===== config.mk =====
export PLATFORM = sky130hd
export DESIGN_NAME = ctrl_rw_sched
export DESIGN_NICKNAME = d
export VERILOG_FILES = /design/src/rtl/ddr_pkg.sv /design/src/rtl/sched_fifo.sv /design/src/rtl/ctrl_rw_sched.sv
export SDC_FILE = /design/constraint.sdc
export NUM_CORES = 1
export LEC_CHECK = 0
export CORE_MARGIN = 3
export CORE_UTILIZATION = 50
export DETAILED_ROUTE_END_ITERATION = 12
export PLACE_DENSITY_LB_ADDON = 0.15
export SETUP_SLACK_MARGIN = 0.02
export SLEW_MARGIN = 20
export SYNTH_ARGS = -nofsm -noshare
export SYNTH_HDL_FRONTEND = slang
export SYNTH_HIERARCHICAL = 1
export SYNTH_SLANG_ARGS = --single-unit
export TNS_END_PERCENT = 30

===== constraint.sdc =====
create_clock -name CK_t -period 4.81 [get_ports CK_t]
set_clock_uncertainty 0.15 [all_clocks]
set_input_delay 0.962 -clock CK_t [delete_from_list [all_inputs] [get_ports CK_t]]
set_output_delay 0.962 -clock CK_t [all_outputs]
set_load 0.005 [all_outputs]

===== src/rtl/ddr_pkg.sv =====
// ddr_pkg -- shared types for the DDR4 controller command path.
//
// Contents:
//   req_cmd_e      : request codes handed to the ACT/CAS stage.
//   sched_fsm_type : read/write scheduler states.
//   sched_entry_t  : one queued host request {ap, addr} at the default
//                    controller address width.
//   req_code()     : maps direction + auto-precharge to a request code.
package ddr_pkg;

    typedef enum logic [2:0] {
        RD_R  = 3'd0,
        RDA_R = 3'd1,
        WR_R  = 3'd2,
        WRA_R = 3'd3
    } req_cmd_e;

    typedef enum logic [1:0] {
        SCH_IDLE = 2'd0,
        SCH_RD   = 2'd1,
        SCH_WR   = 2'd2
    } sched_fsm_type;

    localparam int SCHED_ADDR_W = 32;

    typedef struct packed {
        logic                    ap;
        logic [SCHED_ADDR_W-1:0] addr;
    } sched_entry_t;

    // Codes are laid out so bit 1 is the direction and bit 0 the
    // auto-precharge flag.
    function automatic logic [2:0] req_code(input logic is_wr, input logic ap);
        return {1'b0, is_wr, ap};
    endfunction

endpackage


===== src/rtl/sched_fifo.sv =====
// sched_fifo -- request queue for the read/write scheduler.
//
// Ports:
//   clk, rst_n     : clock, asynchronous active-low reset (empties the queue)
//   push_i, data_i : write one entry (ignored when full)
//   pop_i          : drop the head entry (ignored when empty)
//   head_o         : current head entry (valid while !empty_o)
//   count_o        : occupancy, 0..DEPTH
//   full_o/empty_o : derived from the registered count only
module sched_fifo #(
    parameter int DEPTH = 8,
    parameter int WIDTH = 33
) (
    input  logic                       clk,
    input  logic                       rst_n,
    input  logic                       push_i,
    input  logic [WIDTH-1:0]           data_i,
    input  logic                       pop_i,
    output logic [WIDTH-1:0]           head_o,
    output logic [$clog2(DEPTH):0]     count_o,
    output logic                       full_o,
    output logic                       empty_o
);
    localparam int PW = $clog2(DEPTH);
    localparam int CW = PW + 1;

    logic [WIDTH-1:0] mem [DEPTH];
    logic [PW-1:0]    wr_ptr_q, rd_ptr_q;
    logic [CW-1:0]    count_q;
    logic             do_push, do_pop;

    assign full_o  = (count_q == CW'(DEPTH));
    assign empty_o = (count_q == '0);
    assign count_o = count_q;
    assign head_o  = mem[rd_ptr_q];

    // A full queue never accepts, even if the head is popped this cycle.
    assign do_push = push_i && !full_o;
    assign do_pop  = pop_i && !empty_o;

    always_ff @(posedge clk) begin
        if (do_push) begin
            mem[wr_ptr_q] <= data_i;
        end
    end

    // DEPTH is a power of two, so the pointers wrap by overflow.
    always_ff @(posedge clk or negedge rst_n) begin
        if (!rst_n) begin
            wr_ptr_q <= '0;
            rd_ptr_q <= '0;
            count_q  <= '0;
        end else begin
            if (do_push) wr_ptr_q <= wr_ptr_q + PW'(1);
            if (do_pop)  rd_ptr_q <= rd_ptr_q + PW'(1);
            case ({do_push, do_pop})
                2'b10:   count_q <= count_q + CW'(1);
                2'b01:   count_q <= count_q - CW'(1);
                default: count_q <= count_q;
            endcase
        end
    end

endmodule


===== src/rtl/ctrl_rw_sched.sv =====
// ctrl_rw_sched -- read/write request scheduler ahead of the ACT/CAS stage.
//
// Buffers host reads and writes in separate FIFOs and issues one request
// per cycle through a registered valid/ready output, batching up to
// MAX_BATCH same-direction requests before giving the other queue a turn.
//
// Ports:
//   CK_t, reset_n                       : clock, asynchronous active-low reset
//   rd_valid/rd_ready/rd_addr/rd_ap     : host read request channel
//   wr_valid/wr_ready/wr_addr/wr_ap     : host write request channel
//   req_valid/req_ready                 : handshake to the ACT stage
//   req_cmd/req_addr/req_turn           : offered request, turn = direction change
//   rd_count/wr_count                   : queue occupancies
//   wr_drain (SCHED_WR_DRAIN_EN only)   : forced write drain in progress
//
// Build option: define SCHED_WR_DRAIN_EN to enable the write-watermark drain.
module ctrl_rw_sched
    import ddr_pkg::*;
#(
    parameter int ADDR_W    = 32,
    parameter int Q_DEPTH   = 8,
    parameter int MAX_BATCH = 4,
    parameter int WR_HI_WM  = 6,
    parameter int WR_LO_WM  = 2
) (
    input  logic                       CK_t,
    input  logic                       reset_n,
    input  logic                       rd_valid,
    output logic                       rd_ready,
    input  logic [ADDR_W-1:0]          rd_addr,
    input  logic                       rd_ap,
    input  logic                       wr_valid,
    output logic                       wr_ready,
    input  logic [ADDR_W-1:0]          wr_addr,
    input  logic                       wr_ap,
    output logic                       req_valid,
    input  logic                       req_ready,
    output logic [2:0]                 req_cmd,
    output logic [ADDR_W-1:0]          req_addr,
    output logic                       req_turn,
    output logic [$clog2(Q_DEPTH):0]   rd_count,
    output logic [$clog2(Q_DEPTH):0]   wr_count
`ifdef SCHED_WR_DRAIN_EN
    ,
    output logic                       wr_drain
`endif
);
    localparam int CW = $clog2(Q_DEPTH) + 1;
    localparam int BW = $clog2(MAX_BATCH) + 1;
    localparam int EW = ADDR_W + 1;
    localparam logic [BW-1:0] MAX_B = BW'(MAX_BATCH);

    if (Q_DEPTH < 2 || (Q_DEPTH & (Q_DEPTH - 1)) != 0) begin : g_bad_depth
        $error("ctrl_rw_sched: Q_DEPTH must be a power of two >= 2");
    end
    if (WR_LO_WM >= WR_HI_WM || WR_HI_WM > Q_DEPTH) begin : g_bad_wm
        $error("ctrl_rw_sched: need WR_LO_WM < WR_HI_WM <= Q_DEPTH");
    end

    // ---------------- queues ----------------
    logic [EW-1:0] rd_head, wr_head;
    logic [CW-1:0] rd_cnt, wr_cnt;
    logic          rd_full, rd_empty, wr_full, wr_empty;
    logic          rd_pop, wr_pop;

    sched_fifo #(.DEPTH(Q_DEPTH), .WIDTH(EW)) u_rd_q (
        .clk     (CK_t),
        .rst_n   (reset_n),
        .push_i  (rd_valid),
        .data_i  ({rd_ap, rd_addr}),
        .pop_i   (rd_pop),
        .head_o  (rd_head),
        .count_o (rd_cnt),
        .full_o  (rd_full),
        .empty_o (rd_empty)
    );

    sched_fifo #(.DEPTH(Q_DEPTH), .WIDTH(EW)) u_wr_q (
        .clk     (CK_t),
        .rst_n   (reset_n),
        .push_i  (wr_valid),
        .data_i  ({wr_ap, wr_addr}),
        .pop_i   (wr_pop),
        .head_o  (wr_head),
        .count_o (wr_cnt),
        .full_o  (wr_full),
        .empty_o (wr_empty)
    );

    assign rd_ready = !rd_full;
    assign wr_ready = !wr_full;
    assign rd_count = rd_cnt;
    assign wr_count = wr_cnt;

    // ---------------- scheduler state ----------------
    sched_fsm_type      state_q, state_d;
    logic [BW-1:0]      batch_q, batch_d;
    logic               last_vld_q, last_vld_d;   // a direction has been issued since reset
    logic               last_wr_q, last_wr_d;     // that direction was write
    logic               vld_q, vld_d;
    logic [2:0]         cmd_q, cmd_d;
    logic [ADDR_W-1:0]  addr_q, addr_d;
    logic               turn_q, turn_d;
`ifdef SCHED_WR_DRAIN_EN
    localparam logic [CW-1:0] HI_WM = CW'(WR_HI_WM);
    localparam logic [CW-1:0] LO_WM = CW'(WR_LO_WM);
    logic               drain_q, drain_d;
`endif

    logic               load;
    logic               go_rd, go_wr, sel_turn, wr_burst_ok;
    logic [BW-1:0]      sel_batch;

    assign req_valid = vld_q;
    assign req_cmd   = cmd_q;
    assign req_addr  = addr_q;
    assign req_turn  = turn_q;
`ifdef SCHED_WR_DRAIN_EN
    assign wr_drain  = drain_q;
`endif

    // The output register only takes a new request when it is empty or
    // its current request is being accepted on this edge.
    assign load = !vld_q || req_ready;

    always_ff @(posedge CK_t or negedge reset_n) begin
        if (!reset_n) begin
            state_q    <= SCH_IDLE;
            batch_q    <= '0;
            last_vld_q <= 1'b0;
            last_wr_q  <= 1'b0;
            vld_q      <= 1'b0;
            cmd_q      <= RD_R;
            addr_q     <= '0;
            turn_q     <= 1'b0;
`ifdef SCHED_WR_DRAIN_EN
            drain_q    <= 1'b0;
`endif
        end else begin
            state_q    <= state_d;
            batch_q    <= batch_d;
            last_vld_q <= last_vld_d;
            last_wr_q  <= last_wr_d;
            vld_q      <= vld_d;
            cmd_q      <= cmd_d;
            addr_q     <= addr_d;
            turn_q     <= turn_d;
`ifdef SCHED_WR_DRAIN_EN
            drain_q    <= drain_d;
`endif
        end
    end

    always_comb begin
        state_d    = state_q;
        batch_d    = batch_q;
        last_vld_d = last_vld_q;
        last_wr_d  = last_wr_q;
        vld_d      = vld_q;
        cmd_d      = cmd_q;
        addr_d     = addr_q;
        turn_d     = turn_q;
        rd_pop     = 1'b0;
        wr_pop     = 1'b0;
        go_rd      = 1'b0;
        go_wr      = 1'b0;
        sel_turn   = 1'b0;
        sel_batch  = BW'(1);
        wr_burst_ok = (batch_q < MAX_B);
`ifdef SCHED_WR_DRAIN_EN
        drain_d    = drain_q;
        if (drain_q && wr_cnt <= LO_WM) begin
            drain_d = 1'b0;
        end
        // While draining, the write batch limit does not apply.
        wr_burst_ok = wr_burst_ok || drain_q;
`endif

        if (load) begin
            case (state_q)
                SCH_IDLE: begin
                    // Direction memory survives IDLE so a flip is still flagged.
                    if (!rd_empty) begin
                        go_rd    = 1'b1;
                        sel_turn = last_vld_q && last_wr_q;
                    end else if (!wr_empty) begin
                        go_wr    = 1'b1;
                        sel_turn = last_vld_q && !last_wr_q;
                    end
                end
                SCH_RD: begin
`ifdef SCHED_WR_DRAIN_EN
                    if (!wr_empty && wr_cnt >= HI_WM) begin
                        go_wr    = 1'b1;
                        sel_turn = 1'b1;
                        drain_d  = 1'b1;
                    end else
`endif
                    if (batch_q < MAX_B && !rd_empty) begin
                        go_rd     = 1'b1;
                        sel_batch = batch_q + BW'(1);
                    end else if (!wr_empty) begin
                        go_wr    = 1'b1;
                        sel_turn = 1'b1;
                    end else if (!rd_empty) begin
                        go_rd = 1'b1;
                    end
                end
                SCH_WR: begin
                    if (wr_burst_ok && !wr_empty) begin
                        go_wr     = 1'b1;
                        sel_batch = (batch_q >= MAX_B) ? MAX_B : batch_q + BW'(1);
                    end else if (!rd_empty) begin
                        go_rd    = 1'b1;
                        sel_turn = 1'b1;
                    end else if (!wr_empty) begin
                        go_wr = 1'b1;
                    end
                end
                default: ;
            endcase

            if (go_rd) begin
                state_d    = SCH_RD;
                batch_d    = sel_batch;
                vld_d      = 1'b1;
                cmd_d      = req_code(1'b0, rd_head[ADDR_W]);
                addr_d     = rd_head[ADDR_W-1:0];
                turn_d     = sel_turn;
                rd_pop     = 1'b1;
                last_vld_d = 1'b1;
                last_wr_d  = 1'b0;
            end else if (go_wr) begin
                state_d    = SCH_WR;
                batch_d    = sel_batch;
                vld_d      = 1'b1;
                cmd_d      = req_code(1'b1, wr_head[ADDR_W]);
                addr_d     = wr_head[ADDR_W-1:0];
                turn_d     = sel_turn;
                wr_pop     = 1'b1;
                last_vld_d = 1'b1;
                last_wr_d  = 1'b1;
            end else begin
                state_d = SCH_IDLE;
                batch_d = '0;
                vld_d   = 1'b0;
                turn_d  = 1'b0;
            end
        end
    end

endmodule


# == After elaboration in Yosys (flattened, before gate mapping) ==
# Memory sizes are Yosys's and may differ from the RTL's.
# Index checks and enable logic that the tools add are counted.
# word_totals
register_bits,64
ramBits,528
in_bits,71
output_inout_bits,47
mem_count,2
# op_classes
add_sub_neg,9
order_cmp,2
n_eq_ne,8
n_mux,44
n_reduce_logical,22
# mem_list
memory,depth,word_bits,rd,rd_clocked_by_memory_dff,wr,line_no,rtl
u_rd_q.mem,8,33,1,0,1,sched_fifo.sv:27,logic [WIDTH-1:0] mem [DEPTH];
u_wr_q.mem,8,33,1,0,1,sched_fifo.sv:27,
# op_table
op,count
$mux W32,2
$mux W1,27
$mux W3,7
$pmux W4 S2,2
$add A3 B1 Y3 const B,5
$pmux W1 S3,3
$add A4 B1 Y4 const B,2
$eq A4 B4 Y1 const B,2
$logic_and A1 B1 Y1,8
$logic_not A4 Y1,2
$sub A4 B1 Y4 const B,2
$eq A2 B1 Y1 const B,3
$eq A2 B2 Y1 const B,3
$logic_not A1 Y1,6
$pmux W3 S2,1
$reduce_bool A2 Y1,3
$mux W2,2
$ge A3 B3 Y1 const B,1
$lt A3 B3 Y1 const B,1
$logic_not A2 Y1,1
$reduce_and A2 Y1,1
$logic_or A1 B1 Y1,1

# == Longest topological paths before layout ==
# Gate-level depths: netlist of run 1.
# depth
depth_word,12
depth_mapped,15

# == Cells and area by module ==
# Netlist of run 1, hierarchy kept.
# by_module_without_submodules
module,instances,cells_each,area_each_um2
sched_fifo at u_wr_q,1,449,10677.7
sched_fifo at u_rd_q,1,449,10666.5
ctrl_rw_sched,1,227,2406.1

# == Worst setup path after synthesis of run 1 ==
# No wires, ideal clock.
# synth_timing
kind,register to register
startpoint,register u_wr_q.count_q[0] (netlist: u_wr_q/count_o[0])
endpoint,register u_wr_q.count_q[3] (netlist: u_wr_q/count_o[3])
setup_ps,134
arrival_ps,3791
required_time_ps,4526
slack_ps,735
stages_incl_launch_ff,14
n_path_buf,1
cell_sequence,dfrtp_1 > nor4_1 > nor2_1 > a21o_1 > o21ai_2 > buf_2 > nor2_1 > o41ai_2 > inv_1 > ha_1 > ha_1 > or4b_2 > o311ai_0 > o211ai_1
# synth_between
elab_chain_len,12
# synth_lines
item,line_no,rtl
start: declaration,sched_fifo.sv:29,logic [CW-1:0] count_q;
start signal: assignment,sched_fifo.sv:57,2'b10: count_q <= count_q + CW'(1);
start signal: assignment,sched_fifo.sv:58,2'b01: count_q <= count_q - CW'(1);
start signal: assignment,sched_fifo.sv:59,default: count_q <= count_q;
$logic_not A4 Y1 *,sched_fifo.sv:33,assign empty_o = (count_q == '0);
named net wr_empty,ctrl_rw_sched.sv:63,"logic rd_full, rd_empty, wr_full, wr_empty;"
$mux W1 or $logic_not A1 Y1 (tied branches),--,
$mux W1 or $logic_and A1 B1 Y1 (tied branches),"ctrl_rw_sched.sv:183, ctrl_rw_sched.sv:210",
$mux W1,ctrl_rw_sched.sv:210,if (wr_burst_ok && !wr_empty) begin
$pmux W1 S3,ctrl_rw_sched.sv:180,case (state_q)
$mux W1,ctrl_rw_sched.sv:179,if (load) begin
$mux W1,ctrl_rw_sched.sv:233,end else if (go_wr) begin
$mux W1 *,ctrl_rw_sched.sv:223,if (go_rd) begin
$mux W1 *,ctrl_rw_sched.sv:179,
named net wr_pop,ctrl_rw_sched.sv:64,"logic rd_pop, wr_pop;"
$logic_and A1 B1 Y1 *,sched_fifo.sv:39,assign do_pop = pop_i && !empty_o;
named net u_wr_q.do_pop,sched_fifo.sv:30,"logic do_push, do_pop;"
$eq A2 B1 Y1 or $eq A2 B2 Y1 (tied branches),sched_fifo.sv:56,"case ({do_push, do_pop})"
$pmux W4 S2 or $reduce_bool A2 Y1 (tied branches),--,
# Mark *: on every way through the listed nets, which the timed path passes. The rest lies on a longest branch. The select of a mux whose other input is x is not followed.
# A chain may end at the register's enable or synchronous reset.

# == Worst setup path after layout of run 1 ==
# Ends and elaborated chain as after synthesis.

==> run_results.csv, run 1 <==
group,metric,value,unit
power_and_ir_drop,power.leakage,9.05,nW
critical_path,r2r_slack,670,ps
logic_synthesis,number_of_warnings_issued_by_yosys,6,
layout,fill_cell_total_of_the_finished_layout,3380,
critical_path,worst_setup_path_end_kind,"flop",
logic_synthesis,synth_area_leaders,"sky130_fd_sc_hd__edfxtp_1 (67%), sky130_fd_sc_hd__mux4_2 (13%), sky130_fd_sc_hd__dfrtp_1 (6.5%), sky130_fd_sc_hd__mux2_4 (2.9%), sky130_fd_sc_hd__o221a_2 (1.6%)",
timing,rsz0062_at_grt,"false",
power_and_ir_drop,power-per-cell-area,616,nW/µm²
clocking,hold_buffers,0,
timing,timing.setup.tns,0,ps
layout,area_added_between_synthesis_and_finish,16.4,%
routing,routed_via_density,5.90,
timing,final_max_slew_viol_count,0,
timing,final-hold-violation-count,0,
logic_synthesis,ffs_w_async_s_r_synth,0.105,
critical_path,critical-path-top-delay-family,"simple AND/OR/NAND/NOR gates",
logic_synthesis,synth.area.mux_share,0.167,
floorplan,ioPinCount,118,
clocking,htree_num_levels,2,
clocking,cts_repair_resize_count,0,
logic_synthesis,combinational_family_with_the_most_area_after_synthesis,"multiplexers",
clocking,clk_root_buffer_cell,"sky130_fd_sc_hd__clkbuf_16",
logic_synthesis,synth_area,23800,µm²
global_routing,grt_start_max_net_pins,40,
logic_synthesis,synth_edf_count,528,
critical_path,worst_r2r_startpoint,"u_wr_q/count_o[0]",
clocking,tritoncts,"done",
layout,multi_input_gate_area,5950,µm²
routing,drt_total_wl,48700,µm
floorplan,die_width,224,µm
critical_path,path_cells,"nor4_1, buf_4, nor2_1, a21o_1, o21ai_2, nor2_1, o41ai_2, inv_1, ha_1, ha_1, or4b_2, o311ai_0, o211ai_1",
timing,finalSetupViolCount,0,
floorplan,dieArea,50200,µm²
power_and_ir_drop,vdd_ir_drop_max,0.362,mV
logic_synthesis,synthSimpleGateAreaFrac,0.0369,
critical_path,critical_path.n_buffers_inverters,2,
floorplan,floorplan.core_area,46800,µm²
clocking,cts_setup_buffers,0,
timing,final_critical_path_setup_slack,668,ps
logic_synthesis,netlist.top_cell.by_area,"sky130_fd_sc_hd__edfxtp_1",
layout,regArea,17400,µm²
critical_path,cp_slowest_cell,"sky130_fd_sc_hd__a21o_1",
critical_path,required,5140,ps
floorplan,start_util,0.508,
clocking,clock_sink_count,590,
logic_synthesis,register_bit_total_from_synthesis,590,
logic_synthesis,yosys_most_used_dff,"sky130_fd_sc_hd__edfxtp_1",
critical_path,worst_r2r_endpoint,"u_wr_q/count_o[3]",
critical_path,worst_setup_path_endpoint,"u_wr_q/count_o[3]",
logic_synthesis,adder_and_majority_gate_portion_of_the_synthesized_area,0.0101,
timing,final.min_clock_period,4140,ps
logic_synthesis,synth_compound_gate_area_share,0.0266,
hold_path,hold_class,"primary input to asynchronous set/reset pin",
routing,wl_per_cell,25.2,µm
critical_path,critical_path_source,"u_wr_q/count_o[0]",
critical_path,timing.reg2reg.worst_path_depth,13,
logic_synthesis,share_of_yosys_cell_area_claimed_by_the_top_area_cell_type,0.668,
critical_path,critical_path.max_fanout,34,
global_routing,first_pass_grt_wire_length,74900,µm
routing,dr_total_vias,11400,
logic_synthesis,yosys.area_share.xor_xnor,0.00443,
clocking,clk_transition_reported_paths,60,ps
floorplan,chipHeight,224,µm
placement,routabilityCongestion,0.805,
placement,portBuffers,116,
outcome,outcome,"completed",
clocking,maximum_clock_insertion_buffer_count,3,
global_routing,groute.usage.overall,0.200,
timing,maxSlewHeadroom,0.280,
clocking,numCtsBuffers,58,
logic_synthesis,net_count_after_synthesis,1214,
logic_synthesis,synth_cell_type_count,57,
critical_path,startpoint_type,"flop",
logic_synthesis,synth.yosys.seq_area_share,0.733,
critical_path,worstPathArrival,4470,ps
critical_path,criticalPathCategory,"flop to flop",
timing,fmax,241,MHz
floorplan,fp-row-count,79,
routing,detail_route.drc_violations,0,
timing,fin_crit_sh,0.861,
logic_synthesis,synth_area_per_cell,21.1,µm²
power_and_ir_drop,power.total,17.0,mW
placement,dp_worst_setup_slack,667,ps
critical_path,crit_path_max_incr_delay,720,ps
flow_run,max_cap_violations,0,
global_routing,grt_remaining_overflow,0,
routing,initialDrtViolationCount,939,
global_routing,grt_antenna_before_repair,3,
timing,max_slew.worst_pin.slew,1080,ps
global_routing,number_of_global_route_vias_before_repair,11800,
clocking,worstSkewPairLatency,600,ps
logic_synthesis,postSynthCellCount,1125,
critical_path,critical_path_cell_count,13,
layout,nets,1361,
routing,detailedRoute.firstPassIterationCount,7,
layout,final_layout_size_suffix_gt1_frac,0.299,
routing,postRouteAntennaNets,0,
placement,hpwlAfterDp,29300,µm
[placed cells by master, fill, tap and decap left out, drive strengths merged, types with 3 or more instances in the layout]
cell and count:
buf 37, mux2 71, ha 16, clkinv 28
edfxtp 528, xnor2 10, nor3b 8, or4 34
o221a 33, o21ai 4, nand2 22, clkbuf 65
inv 22, mux4 132, nand3 8, mux2i 3
dfrtp 62, nor3 5, clkinvlp 5, nor2 20
or3 33, nand2b 7, a21oi 6, bufinv 8
or4b 4, o22ai 3, clkdlybuf4s50 115
[state kept, by name (all words and copies together) (netlist names)]
signal / flops
batch_q: 3
state_q: 2
u_wr_q/wr_ptr_q: 3
req_cmd: 2
u_wr_q/count_o: 4
u_rd_q/count_o: 4
u_rd_q/wr_ptr_q: 3
last_vld_q: 1
req_turn: 1
req_addr: 32
u_rd_q/rd_ptr_q: 3
u_wr_q/rd_ptr_q: 3
u_rd_q/mem: 264
req_valid: 1
u_wr_q/mem: 264
[Yosys cell counts (16+ instances only)]
| library cell | n |
|---|---|
| sky130_fd_sc_hd__dfrtp_1 | 62 |
| sky130_fd_sc_hd__edfxtp_1 | 528 |
| sky130_fd_sc_hd__nor2_1 | 19 |
| sky130_fd_sc_hd__mux2_4 | 46 |
| sky130_fd_sc_hd__or3_1 | 33 |
| sky130_fd_sc_hd__o221a_2 | 33 |
| sky130_fd_sc_hd__mux2_2 | 24 |
| sky130_fd_sc_hd__clkbuf_1 | 22 |
| sky130_fd_sc_hd__buf_2 | 20 |
| sky130_fd_sc_hd__mux4_2 | 132 |
| sky130_fd_sc_hd__inv_1 | 21 |
| sky130_fd_sc_hd__nand2_1 | 22 |
| sky130_fd_sc_hd__ha_1 | 16 |
| sky130_fd_sc_hd__or4_1 | 34 |
[layer usage]
| metal | share of wire | vias up | global-route usage | wire (µm) |
|---|---|---|---|---|
| li1 | - | 4997 | - | - |
| met5 | 0.00027 | - | 0 | 13 |
| met4 | 0.027 | 2 | 0.0644 | 1310 |
| met1 | 0.46 | 6008 | 0.299 | 22300 |
| met3 | 0.050 | 76 | 0.0366 | 2420 |
| met2 | 0.46 | 288 | 0.303 | 22600 |
[worst register-to-register path, cell delays in order (launching register included)]
cell and delay (ps):
sky130_fd_sc_hd__dfrtp_1 520, sky130_fd_sc_hd__nor4_1 120, sky130_fd_sc_hd__buf_4 180, sky130_fd_sc_hd__nor2_1 220, sky130_fd_sc_hd__a21o_1 720, sky130_fd_sc_hd__o21ai_2 100, sky130_fd_sc_hd__nor2_1 190, sky130_fd_sc_hd__o41ai_2 130
sky130_fd_sc_hd__inv_1 110, sky130_fd_sc_hd__ha_1 300, sky130_fd_sc_hd__ha_1 340, sky130_fd_sc_hd__or4b_2 680, sky130_fd_sc_hd__o311ai_0 130, sky130_fd_sc_hd__o211ai_1 120
[logic make-up after synthesis]
| group | after synthesis |
|---|---|
| adder cells (fa/ha/maj) | 18 |
| buffers and inverters | 86 |
| AND/OR/NAND/NOR | 147 |
| multiplexers | 206 |
| flip-flops | 590 |
| XOR/XNOR | 12 |
| other | 1 |
| AO/OA/AOI/OAI | 65 |
[per-stage QoR]
| step | utilization | instances | hold slack [ps] | instance area, µm² |
|---|---|---|---|---|
| 2_1_floorplan | - | 1125 | 290 | 23800 |
| 3_3_place_gp | 0.550 | 1819 | 347 | 25700 |
| 3_5_place_dp | 0.550 | 1819 | 344 | 25700 |
| 4_1_cts | 0.591 | 1926 | 203 | 27600 |
| 5_1_grt | 0.591 | 1926 | 235 | 27600 |
| 6_report | 0.591 | 1928 | 211 | 27600 |
[final cells by class]
class,instances,share of cell area
Clock buffer,65,0.0542
Tap cell,607,0.0275
Multi-Input combinational cell,449,0.215
Sequential cell,590,0.630
Antenna cell,2,0.000181
Clock inverter,42,0.0150
Inverter,21,0.00285
Timing Repair Buffer,152,0.0548
[power by group]
group / switching [mW] / leakage, nW / total (mW) / internal [mW]
Combinational: 2.38 / 2.63 / 5.21 / 2.83
Sequential: 0.747 / 5.49 / 7.29 / 6.54
Clock: 1.86 / 0.934 / 4.52 / 2.66
[worst min-delay path by stage]
stage                    start                end  slack, ps  cells past startpoint
floorplan           last_vld_q         last_vld_q        290                      1
global placement    last_vld_q         last_vld_q        350                      1
detailed placement  last_vld_q         last_vld_q        340                      1
CTS                    reset_n  u_rd_q/count_o[1]        200                      1
global route           reset_n         batch_q[1]        230                      1
finish                 reset_n           req_turn        210                      1
Power figures use the tool's default switching activity.
==> inputs of run 2 (changes only) <==
Settings changed: SKIP_CTS_REPAIR_TIMING set to 1.
==> results of run 2 <==
Same layout as run 1: the final DEF is identical, and so are final timing and power.
==> inputs of run 3 (changes only) <==
Settings changed: CTS_BUF_LIST set to sky130_fd_sc_hd__clkbuf_4, RECOVER_POWER set to 25.
==> run 3 against run 2 <==
Combinational power about the same. Sequential share of layout area down 0.16 points. Via count up 5.0%. Critical path depth unchanged. Critical endpoint unchanged. Worst setup slack better by 27 ps. Largest cell class unchanged. Clock power down 5.1%. Sequential cell count unchanged. Register-to-register slack better by 30 ps. First-iteration DRC count down 11%. Worst hold slack better by 140 ps.
==> run_results.csv, run 3 (same netlist as run 1, synthesis figures left out) <==
group,metric,value,unit
outcome,outcome,"completed",
global_routing,grt_start_max_net_pins,40,
timing,finalSetupViolCount,0,
clocking,clk_transition_reported_paths,60,ps
global_routing,first_pass_grt_wire_length,76900,µm
critical_path,required,5470,ps
critical_path,worst_setup_path_end_kind,"flop",
clocking,htree_num_levels,4,
timing,final_max_slew_viol_count,0,
global_routing,global_route.usage.met2,0.304,
power_and_ir_drop,power-per-cell-area,606,nW/µm²
placement,dp.cells,1819,
placement,portBuffers,116,
placement,dp_worst_setup_slack,667,ps
layout,final_layout_size_suffix_gt1_frac,0.364,
layout,finalCoreUtilization,0.593,
clocking,clock_sink_count,590,
critical_path,r2r_slack,690,ps
routing,wl_per_cell,23.8,µm
global_routing,number_of_global_route_vias_before_repair,12600,
global_routing,grt_antenna_before_repair,10,
layout,nets,1457,
layout,area_added_between_synthesis_and_finish,16.7,%
timing,max_slew.worst_pin.slew,1080,ps
routing,dr_total_vias,11900,
global_routing,grt_most_used_layer,"met2",
floorplan,dieArea,50200,µm²
clocking,clk_root_buffer_cell,"sky130_fd_sc_hd__clkbuf_4",
layout,stdcell_area,27700,µm²
critical_path,path_cells,"nor4_1, buf_4, nor2_1, a21o_1, o21ai_2, nor2_1, o41ai_2, inv_1, ha_1, ha_1, or4b_2, o311ai_0, o211ai_1",
timing,maxSlewHeadroom,0.277,
floorplan,fp-row-count,79,
placement,routabilityCongestion,0.805,
timing,fin_crit_sh,0.856,
routing,routed_via_density,5.70,
clocking,worstSkewPairLatency,940,ps
power_and_ir_drop,vdd_ir_drop_max,0.240,mV
global_routing,grt_use_met3,0.0716,
placement,placed_area,25700,µm²
clocking,maximum_clock_insertion_buffer_count,3,
global_routing,groute.usage.overall,0.209,
routing,initialDrtViolationCount,836,
critical_path,cp_slowest_cell,"sky130_fd_sc_hd__a21o_1",
critical_path,worstPathArrival,4770,ps
global_routing,met1_usage,0.296,
layout,finish.cell_count_without_fillers,2094,
timing,final.min_clock_period,4120,ps
routing,detail_route.drc_violations,0,
floorplan,ioPinCount,118,
routing,detailedRoute.firstPassIterationCount,5,
floorplan,floorplan.core_area,46800,µm²
clocking,numCtsBuffers,153,
routing,postRouteAntennaNets,0,
power_and_ir_drop,power.leakage,9.30,nW
clocking,tritoncts,"done",
critical_path,critical_path.max_fanout,34,
layout,layout.cells.most_common,"sky130_fd_sc_hd__edfxtp_1",
timing,final-hold-violation-count,0,
hold_path,hold_class,"flop to flop",
floorplan,die_width,224,µm
critical_path,startpoint_type,"flop",
critical_path,criticalPathCategory,"flop to flop",
layout,most-common-layout-cells,"sky130_fd_sc_hd__edfxtp_1 (528), sky130_fd_sc_hd__clkbuf_4 (226), sky130_fd_sc_hd__mux4_2 (132)",
floorplan,start_util,0.508,
placement,hpwlAfterDp,29300,µm
timing,fmax,243,MHz
global_routing,grt_remaining_overflow,0,
floorplan,chipHeight,224,µm
timing,final_critical_path_setup_slack,695,ps
critical_path,crit_path_max_incr_delay,710,ps
routing,drt_total_wl,49900,µm
critical_path,critical_path.n_buffers_inverters,2,
timing,timing.setup.tns,0,ps
flow_run,max_cap_violations,0,
critical_path,critical-path-top-delay-family,"simple AND/OR/NAND/NOR gates",
timing,rsz0062_at_grt,"false",
==> run 3: cell types whose count changed in the layout (fill, tap and decap cells not counted), sizes merged <==
cell           change
bufinv             -4
clkbuf           +161
clkdlybuf4s50     -48
clkinv             +8
clkinvlp           -5
diode              +3
dlygate4sd3       +49
inv                +2
==> run 3: path summary, 6_finish.rpt <==
path / start / to / depth (start not counted)
worst max-delay path: u_wr_q/count_o[0] / u_wr_q/count_o[3] / 13
worst min-delay path: last_vld_q / last_vld_q / 1
worst max register to register: u_wr_q/count_o[0] / u_wr_q/count_o[3] / 13
worst min register to register: last_vld_q / last_vld_q / 1
max in group asynchronous: reset_n / req_addr[8] / 3
min in group asynchronous: reset_n / u_rd_q/count_o[2] / 2
==> run 3: through the flow <==
step	hold slack [ps]	power, mW
after floorplan	290	10.9
after global placement	347	12.6
after detailed placement	344	12.7
after CTS	-261	17.1
after global routing	320	17.8
final	354	16.8
==> run 3: worst register-to-register path: cells and delay by family, from the launching register on <==
| kind | cells | cell delay, ps |
|---|---|---|
| fa+ha+maj | 2 | 640 |
| flops | 1 | 510 |
| compound gates | 5 | 1200 |
| simple gates | 4 | 1200 |
| buf+inv | 2 | 290 |
==> run 3: final cells by class <==
type                       count  area, µm²
antenna                        5       12.5
sequential                   590      17400
tap                          607        759
clock buffer                 226       1700
clock inverter                43        269
multi-input combinational    449       5950
fill                        3479      19000
inverter                      21       78.8
timing repair buffer         153       1520
==> run 3: per-layer routing <==
metal / share of wire / wire [µm] / vias to the layer above
met2: 0.47 / 23300 / 349
met4: 0.021 / 1060 / 2
met5: 0.00040 / 20 / -
li1: - / - / 5304
met1: 0.44 / 22100 / 6223
met3: 0.067 / 3350 / 63
==> run 3: report_power, final <==
group	switching [mW]	internal, mW	leakage (nW)	total (mW)
registers	0.750	6.54	5.49	7.29
logic	2.38	2.82	2.64	5.20
clock network	1.94	2.36	1.17	4.29
==> RTL edit: new RTL, config.mk and constraints of run 2 <==
Set the parameter `ADDR_W` to 128 (it was 32).
--- a/src/rtl/ctrl_rw_sched.sv
+++ b/src/rtl/ctrl_rw_sched.sv
@@ -19,3 +19,3 @@
 #(
-    parameter int ADDR_W    = 32,
+    parameter int ADDR_W    = 128,
     parameter int Q_DEPTH   = 8,
Interface: changed (resized rd_addr, req_addr and wr_addr); port bits go from 118 to 406. No check against the original RTL was run, so the function may have changed too.
==> RTL edit against run 2 <==
  * Clock power grew to 3.6 times the old value
  * Critical path type unchanged
  * Synthesized area rose to 3.6 times the old value
  * Sequential cell count grew 1632
  * Wire length rose to 4.3 times the old value
  * Power rose to 3.6 times the old value
  * Setup slack got worse by 0.12 ns
  * Global-route usage grew 3.4 points
  * Design area grew to 3.7 times the old value
==> RTL edit: results (changes against run 2) <==
- Buffers on Ports: 404 (+250%)
- Post-DP HPWL: 125000 um (+330%)
- Met2 usage: 39.6% (+9.3 points)
- First-pass iteration count of the detailed router: 5 (-2)
- Clk_lat worst skew: 0.81 ns (+0.21 ns)
- Drt wl/cell: 29.9 um (+19%)
- FF-to-FF setup slack: 0.55 ns (-0.12 ns)
- H-tree levels: 4 (+2)
- Status: completed
- Detailed Route Iter0 Violations: 3028 (+220%)
- Synth cell types: 53 (-7.0%)
- LEAKAGE: 32.1 nW (+250%)
- Mapped Cells: 3920 (+250%)
- Peak VDD IR: 0.738 mV (+100%)
- Fin nets: 4712 (+250%)
- Placed insts: 6519 (+260%)
- Sequential area share after synthesis: 76.1% (+2.8 points)
- Ys async rst share: 7.11% (-3.4 points)
- CP max stage cell: or4b_2
- Grt met3 use: 5.05% (+1.4 points)
- Seq group: 0.0260 W (+260%)
- GRT Util Overall: 23.3% (+3.4 points)
- Clock group power: 0.0162 W (+260%)
- Grt met1 use: 28.6% (-1.4 points)
- Vias: 40600 (+260%)
- Crit path DAT: 4.78 ns (+0.31 ns)
- CTS Buf Count: 219 (+280%)
- Vias in the first global route: 41700 (+250%)
- Power Internal: 0.0425 W (+250%)
- First-pass GRT wire length: 300000 um (+300%)
- Routability cong.: 0.776 (-3.6%)
- Relative slew slack: 39.1% (+11 points)
- Top cells by count, synth: 2064 x edfxtp_1, 392 x mux4_2, 275 x nor2_1
- Avg Vias per Cell: 5.83 (-1.1%)
- Area contributors post-synth: edfxtp_1 72%, mux4_2 10%, dfrtp_1 4.6%, mux4_1 3.8%, mux2_2 3.4%
- Largest net degree at the start of global routing: 147 (+270%)
- Number of synthesized flops with an enable pin: 2064 (+290%)
- Tightest hold margin: 0.345 ns (+0.135 ns)
- Layout cell share with drive strength beyond 1: 25.8% (-4.0 points)
RTL edit: logic make-up after synthesis:
group           Yosys count  share of synthesized area [%]
compound gates          160                           1.88
xor+xnor                 12                          0.121
fa+ha+maj                18                          0.277
buf+inv                 259                           1.72
flops                  2222                           76.1
mux                     782                           17.4
other cells               1                        0.00433
simple gates            466                           2.54
RTL edit: cell type report:
type	instances	area, um2
tap	2310	2890
timing repair buffer	527	5680
antenna	37	92.6
clock inverter	124	946
inverter	22	82.6
fill	12600	71000
clock buffer	283	5870
multi-input combinational	1439	19400
sequential	2222	66000
RTL edit: worst max path at each step:
| stage | startpoint | endpoint | slack [ns] |
|---|---|---|---|
| 3_3_place_gp | req_ready | u_wr_q/count_o[3] | 0.33 |
| 4_1_cts | u_rd_q/count_o[3] | u_wr_q/count_o[3] | 0.60 |
| 5_1_grt | u_rd_q/count_o[2] | u_wr_q/count_o[3] | 0.34 |
| 2_1_floorplan | rd_valid | u_rd_q/mem[4][0] | -0.36 |
| 3_5_place_dp | req_ready | u_wr_q/count_o[3] | 0.33 |
| 6_report | u_rd_q/count_o[3] | u_wr_q/count_o[3] | 0.55 |
RTL edit: metrics by stage:
stage	power (W)	TNS [ns]	worst slack (ns)	cell area (um2)
2_1_floorplan	0.0386	-514.47	-0.361	86800
3_3_place_gp	0.0461	0	0.326	94000
3_5_place_dp	0.0463	0	0.333	94000
4_1_cts	0.0626	0	0.595	101000
5_1_grt	0.0643	0	0.343	101000
6_report	0.0616	0	0.548	101000
RTL edit: per-layer routing:
metal / vias up / share of wire (%)
li1: 17500 / -
met1: 21700 / 38
met3: 365 / 5.2
met2: 1007 / 52
met5: - / 0.042
met4: 14 / 4.7
